[src/rtl/memory_stage_pkg.sv]
// Shared types and default sizing for the memory stage and its timeout timer.
package memory_stage_pkg;
    typedef enum logic [1:0] {IDLE, REQ, WAIT} stageState;

    localparam int DefAddrW    = 64;
    localparam int DefDataW    = 64;
    localparam int DefPayloadW = 256;
    localparam int DefTimeout  = 255;
endpackage

[src/rtl/memory_stage_timer.sv]
// Response timeout counter: cleared on WAIT entry, counts WAIT cycles, flags the TIMEOUT-th one.
module memory_stage_timer
    import memory_stage_pkg::*;
#(
    parameter int TIMEOUT = DefTimeout
) (
    input  logic clk,
    input  logic reset,
    input  logic clear,
    input  logic enable,
    output logic expired
);
    localparam int CntW = $clog2(TIMEOUT + 1);

    logic [CntW-1:0] count;

    always_ff @(posedge clk) begin
        if (reset || clear) count <= '0;
        else if (enable && !expired) count <= count + 1'b1;
    end

    // Expires during the TIMEOUT-th enabled cycle, so completion registers at its end.
    assign expired = enable && (count == CntW'(TIMEOUT - 1));
endmodule

[src/rtl/memory_stage.sv]
// Memory pipeline stage: single outstanding load/store with timeout, one-entry output register.
module memory_stage
    import memory_stage_pkg::*;
#(
    parameter int ADDR_W    = DefAddrW,
    parameter int DATA_W    = DefDataW,
    parameter int PAYLOAD_W = DefPayloadW,
    parameter int TIMEOUT   = DefTimeout
) (
    input  logic                 clk,
    input  logic                 reset,
    input  logic                 flush,
    input  logic                 in_valid,
    output logic                 in_ready,
    input  logic [PAYLOAD_W-1:0] in_payload,
    input  logic                 in_load,
    input  logic                 in_store,
    input  logic [ADDR_W-1:0]    in_addr,
    input  logic [DATA_W-1:0]    in_wdata,
    output logic                 mem_req_valid,
    input  logic                 mem_req_ready,
    output logic [ADDR_W-1:0]    mem_req_addr,
    output logic                 mem_req_we,
    output logic [DATA_W-1:0]    mem_req_wdata,
    input  logic                 mem_resp_valid,
    input  logic [DATA_W-1:0]    mem_resp_data,
    output logic                 out_valid,
    input  logic                 out_ready,
    output logic [PAYLOAD_W-1:0] out_payload,
    output logic [DATA_W-1:0]    out_ldata,
    output logic                 out_fault
);
    stageState state, stateNext;

    logic                 resetDone;
    logic                 accept, isMemOp, doneResp, doneTimeout;
    logic                 timerClear, timerEnable, timerExpired;
    logic [ADDR_W-1:0]    reqAddr;
    logic [DATA_W-1:0]    reqWdata;
    logic                 reqWe;
    logic                 outValid, outFault;
    logic [PAYLOAD_W-1:0] outPayload;
    logic [DATA_W-1:0]    outLdata;

    memory_stage_timer #(.TIMEOUT(TIMEOUT)) timer (
        .clk    (clk),
        .reset  (reset),
        .clear  (timerClear),
        .enable (timerEnable),
        .expired(timerExpired)
    );

    always_ff @(posedge clk) begin
        if (reset) state <= IDLE;
        else       state <= stateNext;
    end

    always_comb begin
        stateNext     = state;
        in_ready      = 1'b0;
        mem_req_valid = 1'b0;
        accept        = 1'b0;
        timerClear    = 1'b0;
        timerEnable   = 1'b0;
        doneResp      = 1'b0;
        doneTimeout   = 1'b0;
        isMemOp       = in_load ^ in_store;
        case (state)
            IDLE: begin
                in_ready = resetDone && !flush && (!outValid || out_ready);
                accept   = in_valid && in_ready;
                if (accept && isMemOp) stateNext = REQ;
            end
            REQ: begin
                mem_req_valid = 1'b1;
                if (mem_req_ready) begin
                    stateNext  = WAIT;
                    timerClear = 1'b1;
                end
            end
            WAIT: begin
                timerEnable = 1'b1;
                // A response beats a simultaneous timeout.
                if (mem_resp_valid) begin
                    doneResp  = 1'b1;
                    stateNext = IDLE;
                end else if (timerExpired) begin
                    doneTimeout = 1'b1;
                    stateNext   = IDLE;
                end
            end
            default: stateNext = IDLE;
        endcase
        if (flush) begin
            stateNext   = IDLE;
            doneResp    = 1'b0;
            doneTimeout = 1'b0;
        end
    end

    // The output register is empty for the whole life of a memory op, so the
    // payload can be parked there at accept time.
    always_ff @(posedge clk) begin
        if (reset) begin
            resetDone  <= 1'b0;
            reqAddr    <= '0;
            reqWdata   <= '0;
            reqWe      <= 1'b0;
            outValid   <= 1'b0;
            outFault   <= 1'b0;
            outPayload <= '0;
            outLdata   <= '0;
        end else begin
            resetDone <= 1'b1;
            if (flush) begin
                outValid <= 1'b0;
            end else begin
                if (outValid && out_ready) outValid <= 1'b0;
                if (accept) begin
                    reqAddr    <= in_addr;
                    reqWdata   <= in_wdata;
                    reqWe      <= in_store;
                    outPayload <= in_payload;
                    if (!isMemOp) begin
                        outValid <= 1'b1;
                        outLdata <= '0;
                        outFault <= in_load && in_store;
                    end
                end
                if (doneResp) begin
                    outValid <= 1'b1;
                    outLdata <= reqWe ? '0 : mem_resp_data;
                    outFault <= 1'b0;
                end
                if (doneTimeout) begin
                    outValid <= 1'b1;
                    outLdata <= '0;
                    outFault <= 1'b1;
                end
            end
        end
    end

    assign mem_req_addr  = reqAddr;
    assign mem_req_we    = reqWe;
    assign mem_req_wdata = reqWdata;
    assign out_valid     = outValid;
    assign out_payload   = outPayload;
    assign out_ldata     = outLdata;
    assign out_fault     = outFault;
endmodule

[config.mk]
export PLATFORM = sky130hd
export DESIGN_NAME = memory_stage
export DESIGN_NICKNAME = d
export VERILOG_FILES = /design/src/rtl/memory_stage_pkg.sv /design/src/rtl/memory_stage_timer.sv /design/src/rtl/memory_stage.sv
export SDC_FILE = /design/constraint.sdc
export NUM_CORES = 1
export LEC_CHECK = 0
export CORE_AREA = 4 4 348 350
export CTS_BUF_LIST = sky130_fd_sc_hd__clkbuf_16
export CTS_CLUSTER_SIZE = 30
export DETAILED_ROUTE_END_ITERATION = 12
export DIE_AREA = 0 0 352 354
export PLACE_DENSITY = 0.34
export SLEW_MARGIN = 10
export SYNTH_ARGS = -nofsm -noshare
export SYNTH_HDL_FRONTEND = slang
export SYNTH_SLANG_ARGS = --single-unit
[constraint.sdc]
create_clock -name clk -period 5.4 [get_ports clk]
set_clock_uncertainty 0.2 [all_clocks]
set_input_delay 1.35 -clock clk [delete_from_list [all_inputs] [get_ports clk]]
set_output_delay 1.35 -clock clk [all_outputs]
set_load 0.02 [all_outputs]
==> results of run 1 <==
## synth_stat cells, drive strengths merged
| cell | count | area, µm² |
|---|---|---|
| a211o | 1 | 8.76 |
| a211oi | 3 | 27.5 |
| a21oi | 387 | 1940 |
| a22oi | 64 | 480 |
| a41oi | 1 | 16.3 |
| and4 | 1 | 8.76 |
| buf | 72 | 360 |
| clkbuf | 78 | 293 |
| dfxtp | 462 | 9250 |
| ha | 3 | 37.5 |
| inv | 4 | 15.0 |
| nand2 | 778 | 2920 |
| nand2b | 3 | 18.8 |
| nand3 | 3 | 15.0 |
| nand4 | 5 | 31.3 |
| nor2 | 76 | 285 |
| nor2b | 3 | 18.8 |
| nor3b | 2 | 15.0 |
| nor4 | 1 | 6.26 |
| o21ai | 1 | 5.00 |
| o221a | 1 | 11.3 |
| or2 | 1 | 6.26 |
| xnor2 | 1 | 8.76 |
| xor2 | 6 | 52.6 |
## state kept, by name, indices dropped and copies added, names as in the netlist
signal,cells
out_valid,1
mem_req_we,1
out_fault,1
timer.count,8
mem_req_wdata,64
out_ldata,64
out_payload,256
resetDone,1
state,2
mem_req_addr,64
## worst max-delay path, stage by stage
cell and delay (ns):
clkdlybuf4s50_1 0.53, nor2_1 0.18, nand3_1 0.19, nor2_1 0.19
clkdlybuf4s50_1 0.66
## cell families after synthesis
family,share of synthesized area
xor+xnor,0.00387
flops,0.584
buf+inv,0.0422
compound gates,0.157
fa+ha+maj,0.00237
simple gates,0.210
## metrics by stage
stage | power, mW | utilization | hold WS (ns)
2_1_floorplan | 3.96 | - | 0.281
3_3_place_gp | 4.64 | 0.225 | 0.242
3_5_place_dp | 4.63 | 0.225 | 0.246
4_1_cts | 8.79 | 0.242 | 0.253
5_1_grt | 8.96 | 0.242 | 0.264
6_report | 8.54 | 0.242 | 0.251
## layout make-up
type	count	area, µm²
fill	13000	89300
clock inverter	52	277
sequential	462	9250
multi-input combinational	1341	5920
clock buffer	67	1680
tap	1536	1920
inverter	4	15.0
timing repair buffer	935	9420
antenna	4	10.0
## layer usage
layer | vias up | routed length [µm] | GRT usage | share of wire
li1 | 8086 | - | - | -
met1 | 7528 | 31700 | 0.134 | 0.38
met2 | 555 | 41800 | 0.225 | 0.50
met3 | 106 | 7600 | 0.0548 | 0.091
met4 | 8 | 2000 | 0.0430 | 0.024
met5 | - | 61 | 0 | 0.00073
## worst max-delay path by stage
| stage | slack (ns) | endpoint | from | cells after the start |
|---|---|---|---|---|
| 2_1_floorplan | 1.95 | in_ready | out_ready | 3 |
| 3_3_place_gp | 0.72 | in_ready | out_ready | 5 |
| 3_5_place_dp | 0.71 | in_ready | flush | 5 |
| 4_1_cts | 0.72 | in_ready | flush | 5 |
| 5_1_grt | 0.63 | in_ready | flush | 5 |
| 6_report | 0.74 | in_ready | flush | 5 |
## power breakdown
group / internal, mW / total [mW] / switching [mW]
clock: 2.26 / 4.00 / 1.74
sequential: 3.51 / 3.56 / 0.0492
combinational: 0.521 / 0.983 / 0.462
total: 6.29 / 8.54 / 2.25
==> results.sh, run 1 <==
export IMPL_status="finished clean"
export IMPL_dp_slack_ns=0.713
export IMPL_start_util=0.134
export IMPL_gp_congestion=0.744
export IMPL_synthCells=1957
export IMPL_placed_cell_area_mm2=0.0265
export IMPL_clk_pin_slew_ns=0.05
export IMPL_reg2reg_from="state[1]$_SDFFE_PP0P_"
export IMPL_hold_viol_final=0
export IMPL_grt_remaining_overflow=0
export IMPL_route_detailed_wl_per_inst_um=18.9
export IMPL_die_x_um=352
export IMPL_arrival_ns=3.11
export IMPL_cts_root_buf="clkbuf_16"
export IMPL_htree_num_levels=3
export IMPL_holdBufCountCts=0
export IMPL_dieArea_mm2=0.125
export IMPL_area_growth_pct=80.0
export IMPL_fin_ws_ns=0.744
export IMPL_fin_crit_sh=0.862
export IMPL_cts_tree="done"
export IMPL_slew_headroom=0.457
export IMPL_grt_pass1_vias=16600
export IMPL_hold_path_startpoint="out_payload[57]$_SDFFE_PP0P_"
export IMPL_fin_cells=4401
export IMPL_numPortBuffers=909
export IMPL_clock_path_buffers=3
export IMPL_hpwl_um=60300
export IMPL_rr_endpoint="out_payload[186]$_SDFFE_PP0P_"
export IMPL_r2r_slack_ns=3.04
export IMPL_num_io_pins=910
export IMPL_worstSkewPairLatency_ns=0.61
export IMPL_required_ns=3.85
export IMPL_synthesis_nets=2417
export IMPL_drv_slew=0
export IMPL_layout_common_cells="clkdlybuf4s50_1 (908), nand2_1 (778), dfxtp_1 (462)"
export IMPL_cts_resized=0
export IMPL_fmax_ghz=0.215
export IMPL_drive_above_1_share=0.0419
export IMPL_antenna_left=0
export IMPL_nets=3270
export IMPL_grt_pass1_wl_um=118000
export IMPL_worstMarginPinSlew_ns=0.815
export IMPL_syn_area_per_cell_um2=8.09
export IMPL_drt_total_wl_um=83100
export IMPL_die_h_um=354
export IMPL_worstSetupPathType="input port to output pin"
export IMPL_setup_worst_path_start_class="input port"
export IMPL_route_detailed_drc=0
export IMPL_yosys_warnings=0
export IMPL_grt_usage=0.127
export IMPL_rows=126
export IMPL_hold_class="flop to flop"
export IMPL_cts_setup_buffers=0
export IMPL_critical_path_max_fanout=6
export IMPL_ff2ff_path_depth=6
export IMPL_grt_start_max_net_pins=128
export IMPL_leakage_nw=9.62
export IMPL_drv_cap=0
export IMPL_rsz0062_at_grt="false"
export IMPL_drt_iter0_drc=776
export IMPL_ir_drop_v=0.000173
export IMPL_min_path_cells=2
export IMPL_core_mm2=0.118
export IMPL_ys_types=28
export IMPL_vias=16300
export IMPL_tns_ns=0
export IMPL_setup_viol=0
export IMPL_drt_pre_antenna_iters=5
export IMPL_place_inst=4278
export IMPL_finalInstanceArea_mm2=0.0285
export IMPL_synth_seq_cells=462
export IMPL_vias_per_cell=3.70
export IMPL_fin_crit_ns=4.66
export IMPL_antenna_found_initial=9
export IMPL_power_density_mw_per_mm2=300
export IMPL_worstSetupEndpointType="output pin"
export IMPL_netlist_area_mm2=0.0158
export IMPL_worstHoldEndpoint="out_payload[57]$_SDFFE_PP0P_"
export IMPL_seq_area_frac_synth=0.584
export IMPL_cts_sinks=462
export IMPL_cts_buffers=66
export IMPL_final_common_cell="clkdlybuf4s50_1"
No activity file was read; power rests on OpenSTA's default activity.
==> run 2, diff against run 1 <==
- CORE_AREA: 4 4 348 350 -> 4 4 353 355
- DIE_AREA: 0 0 352 354 -> 0 0 357 359
- PLACE_DENSITY: 0.34 -> 0.33
==> results.sh, run 2 (synthesis gave the netlist of run 1 again) <==
export IMPL_status="finished clean"
export IMPL_setup_worst_path_start_class="input port"
export IMPL_drv_slew=0
export IMPL_worstSkewPairLatency_ns=0.63
export IMPL_grt_start_max_net_pins=158
export IMPL_holdBufCountCts=0
export IMPL_power_density_mw_per_mm2=292
export IMPL_worstSetupPathType="input port to output pin"
export IMPL_route_detailed_wl_per_inst_um=18.8
export IMPL_grt_usage=0.124
export IMPL_die_x_um=357
export IMPL_hpwl_um=61800
export IMPL_clk_pin_slew_ns=0.06
export IMPL_cts_sinks=462
export IMPL_largest_reg_flops=256
export IMPL_rsz0062_at_grt="false"
export IMPL_cts_resized=0
export IMPL_numPortBuffers=909
export IMPL_worstSetupEndpointType="output pin"
export IMPL_num_io_pins=910
export IMPL_fmax_ghz=0.214
export IMPL_cts_root_buf="clkbuf_16"
export IMPL_hold_class="flop to flop"
export IMPL_htree_num_levels=2
export IMPL_drt_iter0_drc=689
export IMPL_cts_buffers=60
export IMPL_required_ns=3.85
export IMPL_worstMarginPinSlew_ns=1.24
export IMPL_slew_headroom=0.174
export IMPL_fin_crit_ns=4.66
export IMPL_ir_drop_v=0.000197
export IMPL_leakage_nw=9.54
export IMPL_grt_pass1_vias=16400
export IMPL_grt_pass1_wl_um=119000
export IMPL_final_common_cell="clkdlybuf4s50_1"
export IMPL_total_power_mw=8.32
export IMPL_arrival_ns=3.11
export IMPL_fin_crit_sh=0.864
export IMPL_layout_common_cells="clkdlybuf4s50_1 (908), nand2_1 (778), dfxtp_1 (462)"
export IMPL_area_growth_pct=80.0
export IMPL_rows=128
export IMPL_clock_path_buffers=3
export IMPL_fill_cells=13500
export IMPL_antenna_found_initial=18
export IMPL_drive_above_1_share=0.0389
export IMPL_drv_cap=0
export IMPL_cts_setup_buffers=0
export IMPL_cts_tree="done"
export IMPL_die_h_um=359
export IMPL_vias_per_cell=3.65
export IMPL_whs_ns=0.251
export IMPL_gp_congestion=0.752
export IMPL_nets=3265
export IMPL_antenna_left=0
export IMPL_grt_remaining_overflow=0
export IMPL_dieArea_mm2=0.128
export IMPL_drt_total_wl_um=84500
export IMPL_core_mm2=0.121
export IMPL_tns_ns=0
export IMPL_dp_slack_ns=0.749
export IMPL_critical_path_max_fanout=3
export IMPL_fin_ws_ns=0.736
export IMPL_hold_viol_final=0
export IMPL_vias=16400
export IMPL_drt_pre_antenna_iters=5
export IMPL_route_detailed_drc=0
export IMPL_start_util=0.130
export IMPL_setup_viol=0
-- run 2: area by class of cell --
type                       instances  area [µm²]  share of cell area
timing repair buffer             936        9420               0.331
sequential                       462        9250               0.325
multi-input combinational       1341        5930               0.208
tap                             1625        2030              0.0714
clock buffer                      62        1550              0.0545
clock inverter                    46         262             0.00918
antenna                           10        25.0            0.000878
inverter                           4        15.0            0.000527
-- run 2: final timing paths --
| kind | end | slack [ns] | startpoint | cells past startpoint |
|---|---|---|---|---|
| max | in_ready | 0.74 | out_ready | 5 |
| min reg2reg | out_payload[156]$_SDFFE_PP0P_ | 0.25 | out_payload[156]$_SDFFE_PP0P_ | 2 |
| max reg2reg | out_payload[186]$_SDFFE_PP0P_ | 2.88 | out_valid$_SDFF_PP0_ | 6 |
| min | out_payload[156]$_SDFFE_PP0P_ | 0.25 | out_payload[156]$_SDFFE_PP0P_ | 2 |
-- run 2: routing by layer --
metal	share of wire	vias to the layer above	GRT usage
met4	0.023	12	0.0417
met2	0.50	565	0.218
li1	-	8067	-
met5	0.00082	-	0
met1	0.38	7629	0.134
met3	0.097	94	0.0523
-- run 2: per-stage QoR --
step                      instances  utilization  instance area (µm²)
after floorplan                1957            -                15800
after global placement         4368        0.220                26600
after detailed placement       4368        0.220                26600
after CTS                      4476        0.234                28500
after global routing           4484        0.235                28500
final                          4486        0.235                28500
-- run 2: worst max-delay path: stages --
cell	delay, ns
clkdlybuf4s50_1	0.46
nand2b_1	0.24
nand3_1	0.21
nor2_1	0.21
clkdlybuf4s50_1	0.64
-- run 2: power breakdown --
| part | internal (mW) | total, mW | switching [mW] |
|---|---|---|---|
| logic | 0.521 | 0.987 | 0.466 |
| registers | 3.51 | 3.56 | 0.0494 |
| clock network | 2.14 | 3.78 | 1.64 |
| total | 6.17 | 8.32 | 2.15 |
==> run 3, diff against run 2 <==
- CAP_MARGIN: unset -> 20
==> results of run 3 <==
No change in the layout: final DEF, timing and power equal those of run 2.
